File: src/rtl/adder_share_arb.sv
// Round-robin arbiter sharing one 32-bit combinational adder between two requesters.
// Define ADDER_ARB_CARRY_EN to add the registered unsigned carry-out port resp_carry.

module adder (
    input  logic [31:0] a,
    input  logic [31:0] b,
    output logic [31:0] sum
);
    assign sum = a + b;
endmodule

module adder_share_arb #(
    parameter int PRIORITY_INIT = 0
) (
    input  logic        clk,
    input  logic        reset,
    input  logic        req0_valid,
    input  logic        req1_valid,
    output logic        req0_ready,
    output logic        req1_ready,
    input  logic [31:0] req0_a,
    input  logic [31:0] req0_b,
    input  logic [31:0] req1_a,
    input  logic [31:0] req1_b,
    output logic        resp0_valid,
    output logic        resp1_valid,
    input  logic        resp0_ready,
    input  logic        resp1_ready,
    output logic [31:0] resp_data,
`ifdef ADDER_ARB_CARRY_EN
    output logic        resp_carry,
`endif
    output logic [1:0]  dbg_state
);
    // Handshakes: a transfer happens on a rising edge where valid && ready; a
    // requester holds valid and operands stable until ready, and ready never rises without valid.

    typedef enum logic [1:0] {IDLE, ISSUE, RESP} state_t;

    state_t      state;
    logic        owner;
    logic        prio;
    logic [31:0] op_a;
    logic [31:0] op_b;
    logic [31:0] sum;
    logic        grant0;
    logic        grant1;
    logic        resp_owner_ready;

    adder u_adder (
        .a   (op_a),
        .b   (op_b),
        .sum (sum)
    );

    assign grant0 = req0_valid && (!req1_valid || (prio == 1'b0));
    assign grant1 = req1_valid && (!req0_valid || (prio == 1'b1));

    assign req0_ready  = (state == IDLE) && grant0;
    assign req1_ready  = (state == IDLE) && grant1;
    assign resp0_valid = (state == RESP) && (owner == 1'b0);
    assign resp1_valid = (state == RESP) && (owner == 1'b1);
    assign dbg_state   = state;

    assign resp_owner_ready = owner ? resp1_ready : resp0_ready;

    always_ff @(posedge clk) begin
        if (reset) begin
            state     <= IDLE;
            owner     <= 1'b0;
            prio      <= 1'(PRIORITY_INIT);
            op_a      <= '0;
            op_b      <= '0;
            resp_data <= '0;
`ifdef ADDER_ARB_CARRY_EN
            resp_carry <= 1'b0;
`endif
        end else begin
            case (state)
                IDLE: begin
                    if (req0_ready) begin
                        op_a  <= req0_a;
                        op_b  <= req0_b;
                        owner <= 1'b0;
                        state <= ISSUE;
                    end else if (req1_ready) begin
                        op_a  <= req1_a;
                        op_b  <= req1_b;
                        owner <= 1'b1;
                        state <= ISSUE;
                    end
                end
                ISSUE: begin
                    resp_data <= sum;
`ifdef ADDER_ARB_CARRY_EN
                    // An unsigned sum wrapped exactly when it is smaller than an operand.
                    resp_carry <= (sum < op_a);
`endif
                    state <= RESP;
                end
                RESP: begin
                    if (resp_owner_ready) begin
                        prio  <= ~owner;
                        state <= IDLE;
                    end
                end
                default: state <= IDLE;
            endcase
        end
    end
endmodule

File: config.mk
export PLATFORM = sky130hd
export DESIGN_NAME = adder_share_arb
export DESIGN_NICKNAME = d
export VERILOG_FILES = /design/src/rtl/adder_share_arb.sv
export SDC_FILE = /design/constraint.sdc
export NUM_CORES = 1
export LEC_CHECK = 0
export CAP_MARGIN = 30
export CORE_MARGIN = 5
export CORE_UTILIZATION = 29
export DETAILED_ROUTE_END_ITERATION = 16
export PLACE_DENSITY = 0.5
export RECOVER_POWER = 50
export SETUP_SLACK_MARGIN = 0.2
export SLEW_MARGIN = 10
export SYNTH_ARGS = -nofsm -noshare
export SYNTH_HDL_FRONTEND = slang
export SYNTH_SLANG_ARGS = --single-unit
File: constraint.sdc
create_clock -name clk -period 3 [get_ports clk]
set_input_delay 0.3 -clock clk [delete_from_list [all_inputs] [get_ports clk]]
set_output_delay 0.3 -clock clk [all_outputs]
set_load 0.02 [all_outputs]
# Word level (Yosys, flattened, before mapping)
# Index checks and enable logic that the tools add are counted.
[totals] word_cells=39 register_bits=100 out_inout_bits=38
[op_classes] reduce_logical=15 mux=11 addsub=1 n_bitwise=2 n_eq_ne=4
[ops] cell="2-to-1 mux 32 bit" n=4
[ops] cell="adder 32 bit" n=1
[ops] cell="logical AND 1 bit" n=6
[ops] cell="2-to-1 mux 2 bit" n=3
[ops] cell="case mux 2 bit (3 select lines)" n=1
[ops] cell="AND reduction 2 bit" n=3
[ops] cell="2-to-1 mux 1 bit" n=3
[ops] cell="!= test 3 bit, second input constant" n=1
[ops] cell="== test 2 x 1 -> 1 bit, second input constant" n=1
[ops] cell="== test 2 bit, second input constant" n=1
[ops] cell="logical NOT 1 bit" n=2
[ops] cell="logical NOT 2 bit" n=1
[ops] cell="logical OR 1 bit" n=2
[ops] cell="!= test 2 bit, second input constant" n=1
[ops] cell="NOT 1 bit" n=2
[ops] cell="nonzero test 2 bit" n=1

# Longest topological paths before layout
[logic_depth] ltp_word=7 ltp_mapped=9

# By module
# Synthesis repeated with hierarchy kept, for this count alone.
[hier_totals] hier_cells=786 hier_area_um2=6337.3
[modules_own_cells] module="adder_share_arb" instances=1 cells_per_inst=545 area_each_um2=4593.2 seq_area_each_um2=2001.9
[modules_own_cells] module="adder" instances=1 cells_per_inst=241 area_each_um2=1744.2 seq_area_each_um2=0.0

# Worst setup path before layout
# No wires, ideal clock.
[synth_timing] path_kind="reg2reg" startpoint="reg op_a[0]" endpoint="reg resp_data[24]" path_stages_with_launch=10 required_ns=2.883 t_arrival_ns=2.308 path_buffers=0 path_slack_ns=0.574 path_cell_list="dfxtp_1 > ha_1 > fa_1 > a21oi_1 > o211ai_1 > and3b_1 > o21ai_1 > a211oi_1 > or3_1 > a32o_1"
[synth_via] elab_chain_len=1
[synth_lines] element="start: declaration" line="43" text="logic [31:0] op_a;"
[synth_lines] element="start signal: assignment" line="82" text="op_a <= req0_a;"
[synth_lines] element="start signal: assignment" line="87" text="op_a <= req1_a;"
[synth_lines] element="adder 32 bit" line="9" text="assign sum = a + b;"
[synth_lines] element="end signal: assignment" line="94" text="resp_data <= sum;"
[synth_lines] element="end: declaration" line="29" text="output logic [31:0] resp_data,"
# No other way between the ends.
# A chain may end at the register's enable or synchronous reset.

# Worst setup path after layout
[layout_timing] startpoint="reg op_a[0]" endpoint="reg resp_data[26]"
# Same word-level chain as after synthesis.

==> flow_metrics.env <==
export IMPL_synth_top_cell_by_area="dfxtp_1"
export IMPL_min_to="resp_data[6]"
export IMPL_synth_warning_count=0
export IMPL_cts_tree="yes"
export IMPL_hold_class="register to register"
export IMPL_netlist_instances=780
export IMPL_synthAdderAreaFrac_pct=6.970
export IMPL_synth_top_cells_by_area="dfxtp_1 (34%), nand2_1 (11%), a311oi_1 (9.6%), ha_1 (6.6%), nor2_1 (6.6%)"
export IMPL_wl_mm=19.74
export IMPL_synth_edf_count=0
export IMPL_leakagePower_nw=3.304
export IMPL_finalInstanceArea_mm2=0.008134
export IMPL_yosys_area_share_simple_pct=24.93
export IMPL_synth_area_mm2=0.005852
export IMPL_rows=52
export IMPL_setup_tns_ns=0
export IMPL_antenna_found_initial=0
export IMPL_fin_nets=1082
export IMPL_synthToLayoutAreaGrowth_pct=39.00
export IMPL_startpoint_type="register"
export IMPL_grt_use_total_pct=16.72
export IMPL_synth_seq_cells=100
export IMPL_hpwl_mm=14.92
export IMPL_critPathKind="register to register"
export IMPL_fmax_mhz=378.8
export IMPL_htreeDepth=3
export IMPL_synth_ff_type="dfxtp_1"
export IMPL_critical_path_required_ns=3.25
export IMPL_synth_distinct_cells=56
export IMPL_die_width_um=152.1
export IMPL_layout_drive_gt1_share_pct=3.909
export IMPL_clkSlewWorstSetupHoldPaths_ns=0.07
export IMPL_hold_path_cell_count=2
export IMPL_rr_worst_depth=10
export IMPL_post_route_period_util_pct=87.99
export IMPL_path_max_fanout=4
export IMPL_placed_area_mm2=0.007807
export IMPL_relSlewSlack_pct=24.85
export IMPL_grt_pass1_vias=5842
export IMPL_final_max_slew_viol_count=0
export IMPL_rsz0062_at_grt="false"
export IMPL_drcViolationCount=0
export IMPL_p_per_area_mw_per_mm2=548.3
export IMPL_drt_iter0_drc=371
export IMPL_synthMuxAreaShare_pct=0.5131
export IMPL_synth_top_family_by_area="compound AO/OA/AOI/OAI gates"
export IMPL_finalCriticalPeriod_ns=2.640
export IMPL_clkSinkCount=100
export IMPL_r2r_slack_ns=0.36
export IMPL_synth_compound_area_share_pct=26.36
export IMPL_grt_overflow_total=0
export IMPL_synthXorXnorAreaFrac_pct=2.245
export IMPL_finalHoldViolCount=0
export IMPL_io_buffers=171
export IMPL_start_util_pct=29.20
export IMPL_wl_per_cell_um=16.57
export IMPL_via_per_inst=4.967
export IMPL_synth_async_reset_ratio_pct=0
export IMPL_syn_nets=946
export IMPL_antenna_left=0
export IMPL_r2r_start="op_a[0]"
export IMPL_coreArea_mm2=0.02004
export IMPL_fillerInstances=2140
export IMPL_worstMarginPinSlew_ns=1.127
export IMPL_p_total_mw=4.460
export IMPL_postSynthAreaPerCell_um2=7.502
export IMPL_cts_buffers=9
export IMPL_grt_max_degree=76
export IMPL_cts_max_path_buffers=2
export IMPL_firstDrtPassIters=5
export IMPL_post_cts_setup_buffers=0
export IMPL_ir_worst_vdd_mv=0.3021
export IMPL_setup_viol=0
export IMPL_die_area_mm2=0.02312
export IMPL_vias=5916
export IMPL_skew_ns=0.006629
export IMPL_min_from="resp_data[6]"
export IMPL_clock_root_buffer="clkbuf_16"
export IMPL_outcome="complete, no violations"
export IMPL_insertion_delay_ns=0.35
export IMPL_num_io_pins=172
export IMPL_synth_seq_area_share_pct=34.21
export IMPL_grt_pass1_wl_mm=32.00
export IMPL_r2r_end="resp_data[26]"
export IMPL_yosys_area_top_type_share_pct=34.21
export IMPL_maxCapViolations=0
export IMPL_gp_congestion=0.8627
export IMPL_crit_path_end_kind="register"
export IMPL_insertedDiodeCount=0
export IMPL_cp_arrival_ns=2.89
export IMPL_die_height_um=152.1
-- flip-flops by register name (all words and copies together) (netlist names) --
name       count
resp_data     32
op_b          32
op_a          32
owner          1
dbg_state      2
prio           1
-- what timing repair did --
item | in CTS | in global routing
endpoints found under the hold margin | 0 | 0
hold buffers | 0 | 0
gates resized for setup | 0 | 2
setup endpoints to repair | 0 | 4
-- cell type report --
type,instances,area (µm²),share of cell area (%)
clock buffers,12,266.5,3.276
clock inverters,4,70.07,0.8614
inverters,16,60.06,0.7383
multi-input cells,607,3597,44.22
flip-flops and latches,100,2002,24.61
well taps,270,337.8,4.153
repair buffers,182,1800,22.14
-- critical path, cell delays in order, from the launching register on --
cell      delay, ns
dfxtp_1        0.32
ha_1           0.22
fa_1           0.40
a21oi_1        0.23
o211ai_1       0.19
a211oi_2       0.23
buf_4          0.16
o2111a_1       0.23
o211a_1        0.26
xnor2_1        0.09
a22o_1         0.20
-- layout by cell type (no fill, tap or decap), drive strengths merged, types with 10 or more instances in the layout --
master         netlist  final
nand3               12     12
clkdlybuf4s50        0    136
a21oi               48     48
a311oi              64     64
a211oi              10     10
nor2               103    103
o21ai               23     23
dlygate4sd3          0     34
a21o                20     20
ha                  31     31
dfxtp              100    100
clkbuf              42     18
inv                 16     16
nand2              179    179
xnor2               11     11
-- synth_stat cells (2+ instances only) --
| cell type | count |
|---|---|
| xnor2_1 | 11 |
| a32o_1 | 2 |
| a21oi_1 | 47 |
| o21bai_1 | 7 |
| o22ai_1 | 2 |
| nand3_1 | 12 |
| a211oi_1 | 10 |
| and2_1 | 6 |
| nor3_1 | 5 |
| o2111ai_1 | 2 |
| buf_2 | 4 |
| nand3b_1 | 7 |
| o211ai_1 | 6 |
| a21o_1 | 20 |
| o311ai_0 | 2 |
| and3_1 | 3 |
| o21a_1 | 6 |
| a311oi_1 | 64 |
| a22oi_1 | 3 |
| clkbuf_1 | 42 |
| mux2i_1 | 3 |
| nor2_1 | 103 |
| o21ai_0 | 20 |
| o211a_1 | 2 |
| xor2_1 | 4 |
| nand2b_1 | 4 |
| and4_1 | 2 |
| dfxtp_1 | 100 |
| or3_1 | 5 |
| a31oi_1 | 3 |
| a211o_1 | 4 |
| ha_1 | 31 |
| nand2_1 | 179 |
| nor3b_1 | 2 |
| buf_1 | 11 |
| inv_1 | 16 |
| o21ai_1 | 3 |
| nand4_1 | 6 |
| nor2b_1 | 4 |
-- worst max path at each step --
stage                     startpoint       endpoint  depth (start not counted)
after detailed placement     op_a[0]  resp_data[24]                          9
after global placement       op_a[0]  resp_data[24]                          9
after CTS                    op_a[0]  resp_data[24]                          9
final                        op_a[0]  resp_data[26]                         10
after global routing      req0_valid       op_b[19]                          7
after floorplan              op_a[0]  resp_data[24]                          9
-- stage by stage --
stage | hold slack, ns | cells | utilization, % | worst slack (ns)
after floorplan | 0.4590 | 780 | - | 0.5744
after detailed placement | 0.4442 | 1175 | 38.96 | 0.3223
after global routing | 0.4759 | 1191 | 40.59 | 0.1510
after global placement | 0.4389 | 1175 | 38.96 | 0.3519
final | 0.4459 | 1191 | 40.59 | 0.3602
after CTS | 0.3967 | 1191 | 40.64 | 0.3053
-- where the power goes --
| group | total [mW] | switching [mW] | internal (mW) |
|---|---|---|---|
| registers | 1.63 | 0.120 | 1.51 |
| logic | 1.50 | 0.862 | 0.640 |
| clock network | 1.33 | 0.532 | 0.798 |
-- metal layers --
metal / vias to the layer above / global-route usage, % / wire, µm
met1: 2691 / 25.53 / 10370
met3: 18 / 3.555 / 964
met5: - / 0 / 0
met4: 0 / 4.923 / 300
met2: 143 / 23.41 / 8101
li1: 3064 / - / -
-- kinds of logic (layout without fill, tap and decap cells) --
| logic type | after synthesis | after routing |
|---|---|---|
| flip-flops | 100 | 100 |
| multiplexers | 3 | 3 |
| AO/OA/AOI/OAI | 213 | 213 |
| adder cells (fa/ha/maj) | 32 | 32 |
| buffers and inverters | 73 | 214 |
| XOR/XNOR | 15 | 15 |
| AND/OR/NAND/NOR | 344 | 344 |
(Power assumes the default switching activity.)
